## config.mk

```make
export PLATFORM = sky130hd
export DESIGN_NAME = load_store_unit
export DESIGN_NICKNAME = d
export VERILOG_FILES = /design/src/rtl/load_store_unit.sv
export SDC_FILE = /design/constraint.sdc
export NUM_CORES = 1
export LEC_CHECK = 0
export BUFFER_PORTS_ARGS = -buffer_cell sky130_fd_sc_hd__buf_2
export CORE_ASPECT_RATIO = 1.5
export CORE_MARGIN = 2
export CORE_UTILIZATION = 49
export DETAILED_ROUTE_END_ITERATION = 12
export GPL_ROUTABILITY_DRIVEN = 0
export GPL_TIMING_DRIVEN = 0
export PLACE_DENSITY = 0.82
export SKIP_CTS_REPAIR_TIMING = 1
export SYNTH_ARGS = -nofsm -noshare
export SYNTH_HDL_FRONTEND = slang
export SYNTH_SLANG_ARGS = --single-unit
```

## constraint.sdc

```tcl
create_clock -name clk -period 2.3 [get_ports clk]
set_input_delay 0.115 -clock clk [delete_from_list [all_inputs] [get_ports clk]]
set_output_delay 0.115 -clock clk [all_outputs]
set_load 0.05 [all_outputs]
```

## src/rtl/load_store_unit.sv

```systemverilog
// load_store_unit: single-outstanding RV32I load/store unit in front of a
// word-organised data memory with a one-cycle registered read. Sub-word
// loads are lane-selected and extended; sub-word stores are read-modify-
// write. Misaligned or illegal requests complete with resp_err and never
// strobe the memory.
//
// Handshake: a request transfers on a rising edge where req_valid and
// req_ready are both high. req_ready is high only in IDLE. The response is a
// single-cycle resp_valid pulse with no backpressure.
module load_store_unit #(
    parameter int XLEN       = 32,
    parameter int MEM_RD_LAT = 1
) (
    input  logic            clk,
    input  logic            rst,
    input  logic            req_valid,
    output logic            req_ready,
    input  logic            req_store,
    input  logic [2:0]      req_funct3,
    input  logic [XLEN-1:0] req_addr,
    input  logic [XLEN-1:0] req_wdata,
    output logic            resp_valid,
    output logic [XLEN-1:0] resp_rdata,
    output logic            resp_err,
    output logic [XLEN-1:0] mem_addr,
    output logic            mem_r_enable,
    output logic            mem_w_enable,
    output logic [XLEN-1:0] mem_wdata,
    input  logic [XLEN-1:0] mem_rdata
);

    // The RDW state assumes read data arrives exactly one cycle after RD.
    if (MEM_RD_LAT != 1) begin : g_bad_lat
        $error("load_store_unit supports only MEM_RD_LAT == 1");
    end

    typedef enum logic [2:0] {IDLE, RD, RDW, WR, RESP} state_t;

    state_t          state, state_nxt;
    logic            accept;
    logic            req_err;
    logic            store_q;
    logic [2:0]      f3_q;
    logic [XLEN-1:0] addr_q;
    logic [XLEN-1:0] data_q;
    logic            err_q;
    logic [7:0]      lane_b;
    logic [15:0]     lane_h;
    logic [XLEN-1:0] load_val;
    logic [XLEN-1:0] merged;

    assign accept = req_valid & req_ready;

    // Classify the incoming request: illegal funct3 or misaligned address.
    always_comb begin
        req_err = 1'b0;
        if (req_funct3 == 3'b011 || req_funct3 == 3'b110 || req_funct3 == 3'b111)
            req_err = 1'b1;
        if (req_store && req_funct3[2])
            req_err = 1'b1;
        if (req_funct3[1:0] == 2'b01 && req_addr[0])
            req_err = 1'b1;
        if (req_funct3 == 3'b010 && req_addr[1:0] != 2'b00)
            req_err = 1'b1;
    end

    // State register.
    always_ff @(posedge clk) begin
        if (rst) state <= IDLE;
        else     state <= state_nxt;
    end

    // Next-state: word stores skip the read; sub-word stores read first.
    always_comb begin
        state_nxt = state;
        case (state)
            IDLE: begin
                if (accept) begin
                    if (req_err)                                state_nxt = RESP;
                    else if (req_store && req_funct3 == 3'b010) state_nxt = WR;
                    else                                        state_nxt = RD;
                end
            end
            RD:      state_nxt = RDW;
            RDW:     state_nxt = store_q ? WR : RESP;
            WR:      state_nxt = RESP;
            RESP:    state_nxt = IDLE;
            default: state_nxt = IDLE;
        endcase
    end

    // Lane extraction and extension of the word returned by memory.
    always_comb begin
        lane_b   = '0;
        lane_h   = '0;
        load_val = mem_rdata;
        case (addr_q[1:0])
            2'b00:   lane_b = mem_rdata[7:0];
            2'b01:   lane_b = mem_rdata[15:8];
            2'b10:   lane_b = mem_rdata[23:16];
            default: lane_b = mem_rdata[31:24];
        endcase
        lane_h = addr_q[1] ? mem_rdata[31:16] : mem_rdata[15:0];
        case (f3_q)
            3'b000:  load_val = {{(XLEN-8){lane_b[7]}}, lane_b};
            3'b001:  load_val = {{(XLEN-16){lane_h[15]}}, lane_h};
            3'b100:  load_val = {{(XLEN-8){1'b0}}, lane_b};
            3'b101:  load_val = {{(XLEN-16){1'b0}}, lane_h};
            default: load_val = mem_rdata;
        endcase
    end

    // Merge of sub-word store data into the word read back from memory.
    always_comb begin
        merged = mem_rdata;
        if (f3_q[1:0] == 2'b00) begin
            case (addr_q[1:0])
                2'b00:   merged[7:0]   = data_q[7:0];
                2'b01:   merged[15:8]  = data_q[7:0];
                2'b10:   merged[23:16] = data_q[7:0];
                default: merged[31:24] = data_q[7:0];
            endcase
        end else if (f3_q[1:0] == 2'b01) begin
            if (addr_q[1]) merged[31:16] = data_q[15:0];
            else           merged[15:0]  = data_q[15:0];
        end
    end

    // Request latch at acceptance; data_q later holds the load result or
    // the merged store word.
    always_ff @(posedge clk) begin
        if (rst) begin
            store_q <= 1'b0;
            f3_q    <= '0;
            addr_q  <= '0;
            data_q  <= '0;
            err_q   <= 1'b0;
        end else if (accept) begin
            store_q <= req_store;
            f3_q    <= req_funct3;
            addr_q  <= req_addr;
            data_q  <= req_wdata;
            err_q   <= req_err;
        end else if (state == RDW) begin
            data_q  <= store_q ? merged : load_val;
        end
    end

    // Outputs decoded from state so every strobe is zero in IDLE and RESP.
    always_comb begin
        req_ready    = (state == IDLE);
        mem_r_enable = (state == RD);
        mem_w_enable = (state == WR);
        mem_addr     = '0;
        if (state == RD || state == RDW || state == WR)
            mem_addr = {addr_q[XLEN-1:2], 2'b00};
        mem_wdata    = (state == WR) ? data_q : '0;
        resp_valid   = (state == RESP);
        resp_err     = (state == RESP) && err_q;
        resp_rdata   = (state == RESP && !store_q && !err_q) ? data_q : '0;
    end

endmodule
```

==> results of run 1 <==
registers in the layout, indices dropped and copies added (netlist names):
signal,cells
addr_q,32
data_q,32
f3_q,3
state,3
err_q,1
store_q,1
logic make-up after synthesis:
logic type | count (synthesis) | share of synthesized area
and+or+nand+nor | 310 | 0.3409
DFF | 72 | 0.3057
other | 1 | 0.0007952
muxes | 17 | 0.03847
AOI/OAI and AO/OA | 185 | 0.2468
buffers and inverters | 73 | 0.06739
cells in the final DEF, fill, tap and decap left out, drive strengths merged, types with 10 or more instances in the layout:
cell type / Yosys / layout
o21ai: 30 / 30
a21oi: 97 / 97
inv: 12 / 12
clkbuf: 41 / 81
nand2: 125 / 125
and2: 95 / 95
nor2: 28 / 28
nor2b: 10 / 10
dfxtp: 72 / 72
buf: 20 / 191
cell usage after synthesis (2+ instances only):
cell / n / share of area
buf_4: 2 / 0.0032
a311o_1: 8 / 0.017
nor2_1: 24 / 0.019
nor2_2: 3 / 0.0040
o41ai_1: 9 / 0.017
a2111oi_0: 4 / 0.0074
nor3b_1: 8 / 0.013
buf_1: 4 / 0.0032
buf_6: 3 / 0.0072
and2_1: 95 / 0.13
a21oi_1: 97 / 0.10
nand3_1: 8 / 0.0085
mux2_2: 9 / 0.021
and3_1: 5 / 0.0066
or2_2: 2 / 0.0027
nor3_1: 8 / 0.0085
nor4b_1: 2 / 0.0037
nor2b_1: 10 / 0.013
o211ai_1: 5 / 0.0080
inv_1: 12 / 0.0096
o221ai_1: 8 / 0.015
dfxtp_1: 72 / 0.31
a311oi_1: 3 / 0.0056
o21ai_0: 26 / 0.028
buf_2: 11 / 0.012
a311oi_2: 2 / 0.0064
o311ai_1: 3 / 0.0056
clkbuf_1: 41 / 0.033
or3_1: 6 / 0.0080
a221oi_1: 8 / 0.015
nand2b_1: 9 / 0.012
o21ai_1: 3 / 0.0032
nand2_1: 125 / 0.099
mux2i_1: 8 / 0.017
worst max-delay path by stage:
stage	end	depth (start not counted)
final	resp_rdata[28]	7
after global routing	resp_rdata[28]	7
after CTS	resp_rdata[15]	7
after detailed placement	resp_rdata[15]	7
after global placement	resp_rdata[12]	6
after floorplan	resp_rdata[10]	6
stage by stage:
| step | utilization | std cells | setup slack [ns] | power (mW) | area (um2) |
|---|---|---|---|---|---|
| after floorplan | - | 659 | 0.05371 | 2.148 | 4720 |
| after global placement | 0.6297 | 971 | -0.09569 | 2.479 | 5861 |
| after detailed placement | 0.6297 | 971 | -0.1218 | 2.495 | 5861 |
| after CTS | 0.6694 | 987 | -0.4918 | 4.229 | 6231 |
| after global routing | 0.6819 | 987 | -0.08136 | 4.417 | 6347 |
| final | 0.6819 | 987 | 0.05912 | 4.254 | 6347 |
power breakdown:
group | internal (mW) | leakage, nW | switching, mW | total [mW]
registers | 1.36 | 0.592 | 0.107 | 1.47
logic | 0.380 | 2.11 | 0.660 | 1.04
clock network | 1.20 | 0.176 | 0.543 | 1.74
total | 2.94 | 2.88 | 1.31 | 4.25
worst max-delay path, cell delays in order, from the launching register on:
cell      delay [ns]
dfxtp_1         0.31
buf_2           0.18
nor2_1          0.17
and2_1          0.17
nor3b_4         0.33
clkbuf_4        0.26
and2_1          0.14
clkbuf_4        0.22
layout make-up:
cell class / instances / area [um2]
Buffer: 61 / 291.5
Timing Repair Buffer: 200 / 1076
Sequential cell: 72 / 1441
Multi-Input combinational cell: 514 / 2983
Tap cell: 112 / 140.1
Clock buffer: 11 / 242.7
Inverter: 12 / 45.04
Fill cell: 846 / 2960
Clock inverter: 5 / 127.6
routing by layer:
layer  GRT usage  vias up
met2      0.5471      348
met5           0        -
li1            -     2706
met4      0.2278        0
met1      0.3368     2517
met3     0.06892       74
==> flow_metrics.env, run 1 <==
export IMPL_avgViaCountPerCell=5.719
export IMPL_path_clk_slew_ns=0.06
export IMPL_hpwl_mm=12.91
export IMPL_netlist_area_um2=4716
export IMPL_cts_sinks=72
export IMPL_power_per_cell_area_nw_per_um2=670.3
export IMPL_regToRegSetupSlack_ns=0.10
export IMPL_r2r_cells=7
export IMPL_cp_max_fo=10
export IMPL_wl_met2_mm=8.389
export IMPL_reg2reg_to="data_q[12]"
export IMPL_grt_pass1_vias=5331
export IMPL_routed_wl_mm=16.89
export IMPL_pin_count=204
export IMPL_path_class="register to output pin"
export IMPL_synth_warnings=0
export IMPL_status="finished clean"
export IMPL_drv_cap=0
export IMPL_synthCells=658
export IMPL_cts_tree="built"
export IMPL_whs_endpoint="addr_q[10]"
export IMPL_critPathCaptureType="output pin"
export IMPL_setup_worst_path_start_class="register"
export IMPL_synth_edf_count=0
export IMPL_finalWorstPathRequiredPeriod_ns=2.241
export IMPL_met1Wirelength_mm=5.989
export IMPL_cts_inserted_buffers=9
export IMPL_die_area_um2=10440
export IMPL_start_util=0.5067
export IMPL_clock_skew_ns=0.004671
export IMPL_root_buffer="clkbuf_16"
export IMPL_track_usage=0.3151
export IMPL_synth_ff_type="dfxtp_1"
export IMPL_routed_top_layer="met4"
export IMPL_dr_wl_met3_mm=1.423
export IMPL_hold_path_class="input port to register"
export IMPL_crit_start="state[0]"
export IMPL_synthDistinctLibCells=49
export IMPL_antenna_cells=0
export IMPL_cts_htree_levels=3
export IMPL_core_um2=9308
export IMPL_grt_max_degree=13
export IMPL_wl_per_cell_um=17.12
export IMPL_portBuffers=200
export IMPL_power_leakage_nw=2.883
export IMPL_rsz0062_at_grt="true"
export IMPL_drv_slew=0
export IMPL_nets=973
export IMPL_dr_total_vias=5645
export IMPL_totalNegativeSetupSlack_ns=0
export IMPL_overflow=0
export IMPL_detail_route_iter0_violations=506
export IMPL_final_period_utilization=0.9743
export IMPL_ys_seq_elements=72
export IMPL_dr_pass1_iters=6
export IMPL_async_reset_ff_frac=0
export IMPL_r2r_start="addr_q[0]"
export IMPL_drcViolationCount=0
export IMPL_setup_viol=0
export IMPL_max_freq_mhz=446.3
export IMPL_ctsLongestPathBuffers=2
export IMPL_holdWs_ns=0.009591
export IMPL_hold_depth=3
export IMPL_syn_to_final_growth_pct=34.60
export IMPL_drive_above_1_share=0.3017
export IMPL_tightestPinTransition_ns=0.7898
export IMPL_die_x_um=84.10
export IMPL_relSlewSlack=0.4666
export IMPL_ys_seq_area_frac=0.3057
export IMPL_fp_dieH_um=124.2
export IMPL_antenna_found_initial=0
export IMPL_synth_avg_cell_area_um2=7.167
export IMPL_cp_required_ns=2.18
export IMPL_clk_latency_ns=0.34
export IMPL_hold_viol=0
export IMPL_holdCritStartpoint="req_addr[10]"
export IMPL_rows=43
export IMPL_grt_pass1_wl_mm=26.08
export IMPL_peakVddDrop_mv=0.4664
export IMPL_drtAntennaViolNets=0
export IMPL_crit_arrival_ns=2.13
Power figures use the tool's default switching activity.
==> run 2, diff against run 1 <==
--- a/config.mk
+++ b/config.mk
@@ -5,14 +5,14 @@
 export SDC_FILE = /design/constraint.sdc
 export NUM_CORES = 1
 export LEC_CHECK = 0
-export BUFFER_PORTS_ARGS = -buffer_cell sky130_fd_sc_hd__buf_2
 export CORE_ASPECT_RATIO = 1.5
 export CORE_MARGIN = 2
-export CORE_UTILIZATION = 49
+export CORE_UTILIZATION = 64
 export DETAILED_ROUTE_END_ITERATION = 12
+export DONT_BUFFER_PORTS = 1
 export GPL_ROUTABILITY_DRIVEN = 0
 export GPL_TIMING_DRIVEN = 0
-export PLACE_DENSITY = 0.82
+export PLACE_DENSITY = 0.78
 export SKIP_CTS_REPAIR_TIMING = 1
 export SYNTH_ARGS = -nofsm -noshare
 export SYNTH_HDL_FRONTEND = slang
==> flow_metrics.env, run 2 (synthesized netlist as in run 1, its figures left out) <==
export IMPL_dr_pass1_iters=7
export IMPL_cts_inserted_buffers=9
export IMPL_cts_tree="built"
export IMPL_grt_max_degree=13
export IMPL_drcViolationCount=0
export IMPL_setup_worst_path_start_class="register"
export IMPL_final_period_utilization=1.000
export IMPL_r2r_start="f3_q[0]"
export IMPL_drive_above_1_share=0.2126
export IMPL_failed_checks="negative hold slack, negative setup slack"
export IMPL_detail_route_iter0_violations=821
export IMPL_hold_path_class="input port to register"
export IMPL_avgViaCountPerCell=6.733
export IMPL_grt_pass1_vias=4890
export IMPL_tightestPinTransition_ns=0.8570
export IMPL_root_buffer="clkbuf_8"
export IMPL_drv_cap=0
export IMPL_rsz0062_at_grt="true"
export IMPL_ctsLongestPathBuffers=2
export IMPL_worst_slack_ns=-0.001106
export IMPL_holdCritStartpoint="req_funct3[0]"
export IMPL_hpwl_mm=11.87
export IMPL_cp_max_fo=10
export IMPL_drv_slew=0
export IMPL_rows=38
export IMPL_regToRegSetupSlack_ns=-0.001
export IMPL_relSlewSlack=0.4261
export IMPL_track_usage=0.3938
export IMPL_r2r_cells=5
export IMPL_portBuffers=0
export IMPL_overflow=0
export IMPL_grt_pass1_wl_mm=24.14
export IMPL_antenna_cells=0
export IMPL_path_class="register to register"
export IMPL_hold_depth=3
export IMPL_power_leakage_nw=2.190
export IMPL_drtAntennaViolNets=0
export IMPL_critPathCaptureType="register"
export IMPL_die_x_um=74.09
export IMPL_finalWorstPathRequiredPeriod_ns=2.301
export IMPL_routed_wl_mm=17.83
export IMPL_path_clk_slew_ns=0.09
export IMPL_cts_htree_levels=3
export IMPL_peakVddDrop_mv=0.4768
export IMPL_clk_latency_ns=0.37
export IMPL_pin_count=204
export IMPL_nets=827
export IMPL_fp_dieH_um=109.1
export IMPL_wl_per_cell_um=21.51
export IMPL_holdWs_ns=-0.01468
export IMPL_final_common_cell="nand2_1"
export IMPL_core_um2=7179
export IMPL_crit_arrival_ns=2.52
export IMPL_reg2reg_to="data_q[24]"
export IMPL_setup_viol=1
export IMPL_clock_skew_ns=0.01230
export IMPL_start_util=0.6568
export IMPL_cts_sinks=72
export IMPL_post_place_ws_ns=-0.6024
export IMPL_hold_viol=1
export IMPL_dr_total_vias=5582
export IMPL_whs_endpoint="state[1]"
export IMPL_final_cell_mix="nand2_1, a21oi_1, dfxtp_1"
export IMPL_antenna_found_initial=0
export IMPL_fillCellCount=517
export IMPL_post_route_util=0.8067
export IMPL_cp_required_ns=2.52
export IMPL_syn_to_final_growth_pct=22.82
export IMPL_reg_largest_list="addr_q: 32 flops, data_q: 32 flops"
export IMPL_die_area_um2=8085
export IMPL_power_per_cell_area_nw_per_um2=613.8
export IMPL_status="complete, but fails checks"
export IMPL_max_freq_mhz=434.6
-- run 2: cell types whose count changed in the layout (fill, tap and decap cells not counted), moves of 30 or more --
cell and change:
and2_2 +58, buf_2 -170, clkbuf_4 -30, dlygate4sd3_1 +51
and2_4 +31, and2_1 -89
-- run 2: worst max-delay path by stage --
stage             start              to
3_5_place_dp   state[0]  resp_rdata[15]
4_1_cts        state[0]  resp_rdata[15]
2_1_floorplan  state[0]  resp_rdata[10]
5_1_grt        state[0]  resp_rdata[13]
6_report        f3_q[0]      data_q[24]
3_3_place_gp   state[0]  resp_rdata[19]
-- run 2: final cells by class --
class | count | area, um2 | area share
Multi-Input combinational cell | 514 | 3154 | 0.5446
Buffer | 61 | 295.3 | 0.05098
Sequential cell | 72 | 1441 | 0.2489
Clock buffer | 11 | 141.4 | 0.02441
Inverter | 12 | 45.04 | 0.007777
Clock inverter | 5 | 56.30 | 0.009721
Tap cell | 100 | 125.1 | 0.02160
Timing Repair Buffer | 54 | 533.0 | 0.09203
-- run 2: critical path, stage by stage (launching register included) --
cell	delay, ns
dfxtp_1	0.40
clkbuf_1	0.37
clkbuf_1	0.37
a21oi_1	0.07
a2111oi_0	0.75
o41ai_1	0.19
-- run 2: report_power, final --
group,switching [mW],internal [mW],total [mW]
Sequential,0.129,1.36,1.49
Clock,0.511,0.529,1.04
Combinational,0.646,0.378,1.02
Total,1.29,2.27,3.56
-- run 2: through the flow --
stage | cells | power, mW | cell area, um2 | setup TNS (ns)
after floorplan | 659 | 2.148 | 4720 | 0
after global placement | 759 | 2.341 | 4845 | -18.00
after detailed placement | 760 | 2.373 | 4857 | -19.49
after CTS | 776 | 3.374 | 5055 | -42.17
after global routing | 829 | 3.673 | 5792 | -0.9472
final | 829 | 3.555 | 5792 | -0.001106
-- run 2: routing by layer --
metal	wire length (um)	up-vias	track usage	share of wire
met5	0	-	0	0
met4	1555	0	0.2675	0.087
met3	1879	157	0.1229	0.11
met2	8639	498	0.6460	0.48
met1	5758	2523	0.4235	0.32
li1	-	2404	-	-
==> run 3, diff against run 2 <==
--- a/config.mk
+++ b/config.mk
@@ -7,12 +7,14 @@
 export LEC_CHECK = 0
 export CORE_ASPECT_RATIO = 1.5
 export CORE_MARGIN = 2
-export CORE_UTILIZATION = 64
+export CORE_UTILIZATION = 65
+export CTS_BUF_LIST = sky130_fd_sc_hd__clkbuf_4 sky130_fd_sc_hd__clkbuf_8
 export DETAILED_ROUTE_END_ITERATION = 12
 export DONT_BUFFER_PORTS = 1
 export GPL_ROUTABILITY_DRIVEN = 0
 export GPL_TIMING_DRIVEN = 0
-export PLACE_DENSITY = 0.78
+export MAX_ROUTING_LAYER = met4
+export PLACE_DENSITY = 0.79
 export SKIP_CTS_REPAIR_TIMING = 1
 export SYNTH_ARGS = -nofsm -noshare
 export SYNTH_HDL_FRONTEND = slang
==> flow_metrics.env, run 3 (synthesized netlist as in run 1, its figures left out) <==
export IMPL_cts_tree="built"
export IMPL_r2r_cells=5
export IMPL_ctsLongestPathBuffers=2
export IMPL_drive_above_1_share=0.1793
export IMPL_nets=824
export IMPL_holdCritStartpoint="mem_rdata[22]"
export IMPL_dr_pass1_iters=6
export IMPL_path_class="register to register"
export IMPL_status="complete, but fails checks"
export IMPL_setup_worst_path_start_class="register"
export IMPL_finalWorstPathRequiredPeriod_ns=2.327
export IMPL_final_common_cell="nand2_1"
export IMPL_portBuffers=0
export IMPL_crit_arrival_ns=2.54
export IMPL_final_period_utilization=1.012
export IMPL_reg2reg_to="data_q[26]"
export IMPL_wl_per_cell_um=21.53
export IMPL_design_area_um2=5690
export IMPL_worst_slack_ns=-0.02660
export IMPL_tightestPinTransition_ns=0.8753
export IMPL_hpwl_mm=11.93
export IMPL_start_util=0.6612
export IMPL_critPathCaptureType="register"
export IMPL_whs_endpoint="data_q[22]"
export IMPL_path_clk_slew_ns=0.07
export IMPL_antenna_cells=0
export IMPL_hold_path_class="input port to register"
export IMPL_r2r_start="f3_q[0]"
export IMPL_relSlewSlack=0.4139
export IMPL_holdWs_ns=-0.03136
export IMPL_hold_viol=1
export IMPL_detail_route_iter0_violations=591
export IMPL_failed_checks="negative hold slack, negative setup slack"
export IMPL_core_um2=7132
export IMPL_crit_start="f3_q[0]"
export IMPL_track_usage=0.3940
export IMPL_cp_required_ns=2.51
export IMPL_regToRegSetupSlack_ns=-0.03
export IMPL_final_cell_mix="nand2_1, a21oi_1, dfxtp_1"
export IMPL_cts_sinks=72
export IMPL_placed_area_um2=4832
export IMPL_grt_max_degree=12
export IMPL_reg_largest_list="addr_q: 32 flops, data_q: 32 flops"
export IMPL_totalNegativeSetupSlack_ns=-0.02660
export IMPL_root_buffer="clkbuf_8"
export IMPL_routed_wl_mm=17.33
export IMPL_pin_count=204
export IMPL_power_leakage_nw=2.150
export IMPL_avgViaCountPerCell=6.747
export IMPL_peakVddDrop_mv=0.5058
export IMPL_overflow=0
export IMPL_clock_skew_ns=0.01283
export IMPL_drv_slew=0
export IMPL_post_place_ws_ns=-0.7646
export IMPL_cts_inserted_buffers=9
export IMPL_clk_latency_ns=0.36
export IMPL_rows=38
export IMPL_setup_viol=1
export IMPL_fp_dieH_um=108.3
export IMPL_antenna_found_initial=0
export IMPL_die_x_um=73.55
export IMPL_cp_max_fo=10
export IMPL_drcViolationCount=0
export IMPL_syn_to_final_growth_pct=20.67
export IMPL_grt_pass1_vias=4747
export IMPL_drv_cap=0
export IMPL_max_freq_mhz=429.8
export IMPL_hold_depth=2
export IMPL_grt_pass1_wl_mm=23.00
export IMPL_power_per_cell_area_nw_per_um2=607.1
export IMPL_dr_total_vias=5431
export IMPL_drtAntennaViolNets=0
export IMPL_cts_htree_levels=3
export IMPL_die_area_um2=7966
==> run 3: cell count changes in the layout (fill, tap and decap cells not counted), sizes merged <==
| cell | delta |
|---|---|
| clkinv | -3 |
| dlygate4sd3 | -2 |
| buf | -1 |
| bufinv | -1 |
| clkbuf | +2 |
| clkinvlp | +1 |
==> run 3: final cells by class <==
cell class,count,area [um2]
sequential,72,1441
fill,523,1441
multi-input combinational,514,3124
inverter,12,45.04
timing repair buffer,51,505.5
buffer,61,292.8
tap,80,100.1
clock buffer,13,166.4
clock inverter,2,15.01
==> run 3: routing by layer <==
layer | wire (um) | track usage | vias to the layer above
met5 | 0 | - | -
met4 | 1423 | 0.2727 | 0
met3 | 1684 | 0.1034 | 123
met2 | 8433 | 0.6346 | 425
met1 | 5789 | 0.4102 | 2485
li1 | - | - | 2398
==> run 3: worst max path at each step <==
stage                           to
floorplan           resp_rdata[10]
global placement    resp_rdata[20]
detailed placement  resp_rdata[18]
CTS                 resp_rdata[18]
global route           mem_addr[7]
finish                  data_q[26]
==> run 3: critical path: stages (launching register included) <==
cell and delay, ns:
dfxtp_1 0.40, clkbuf_1 0.36, clkbuf_1 0.38, a21oi_1 0.08
a2111oi_0 0.76, o41ai_1 0.18
==> run 3: metrics by stage <==
step | utilization | cells | total power, mW
floorplan | - | 659 | 2.148
global route | 0.7979 | 805 | 3.581
detailed placement | 0.6775 | 740 | 2.379
finish | 0.7979 | 805 | 3.455
CTS | 0.7030 | 755 | 3.306
global placement | 0.6758 | 739 | 2.342
==> run 3: report_power, final <==
part / switching, mW / internal [mW]
Sequential: 0.129 / 1.36
Clock: 0.480 / 0.469
Combinational: 0.641 / 0.374
Total: 1.25 / 2.21
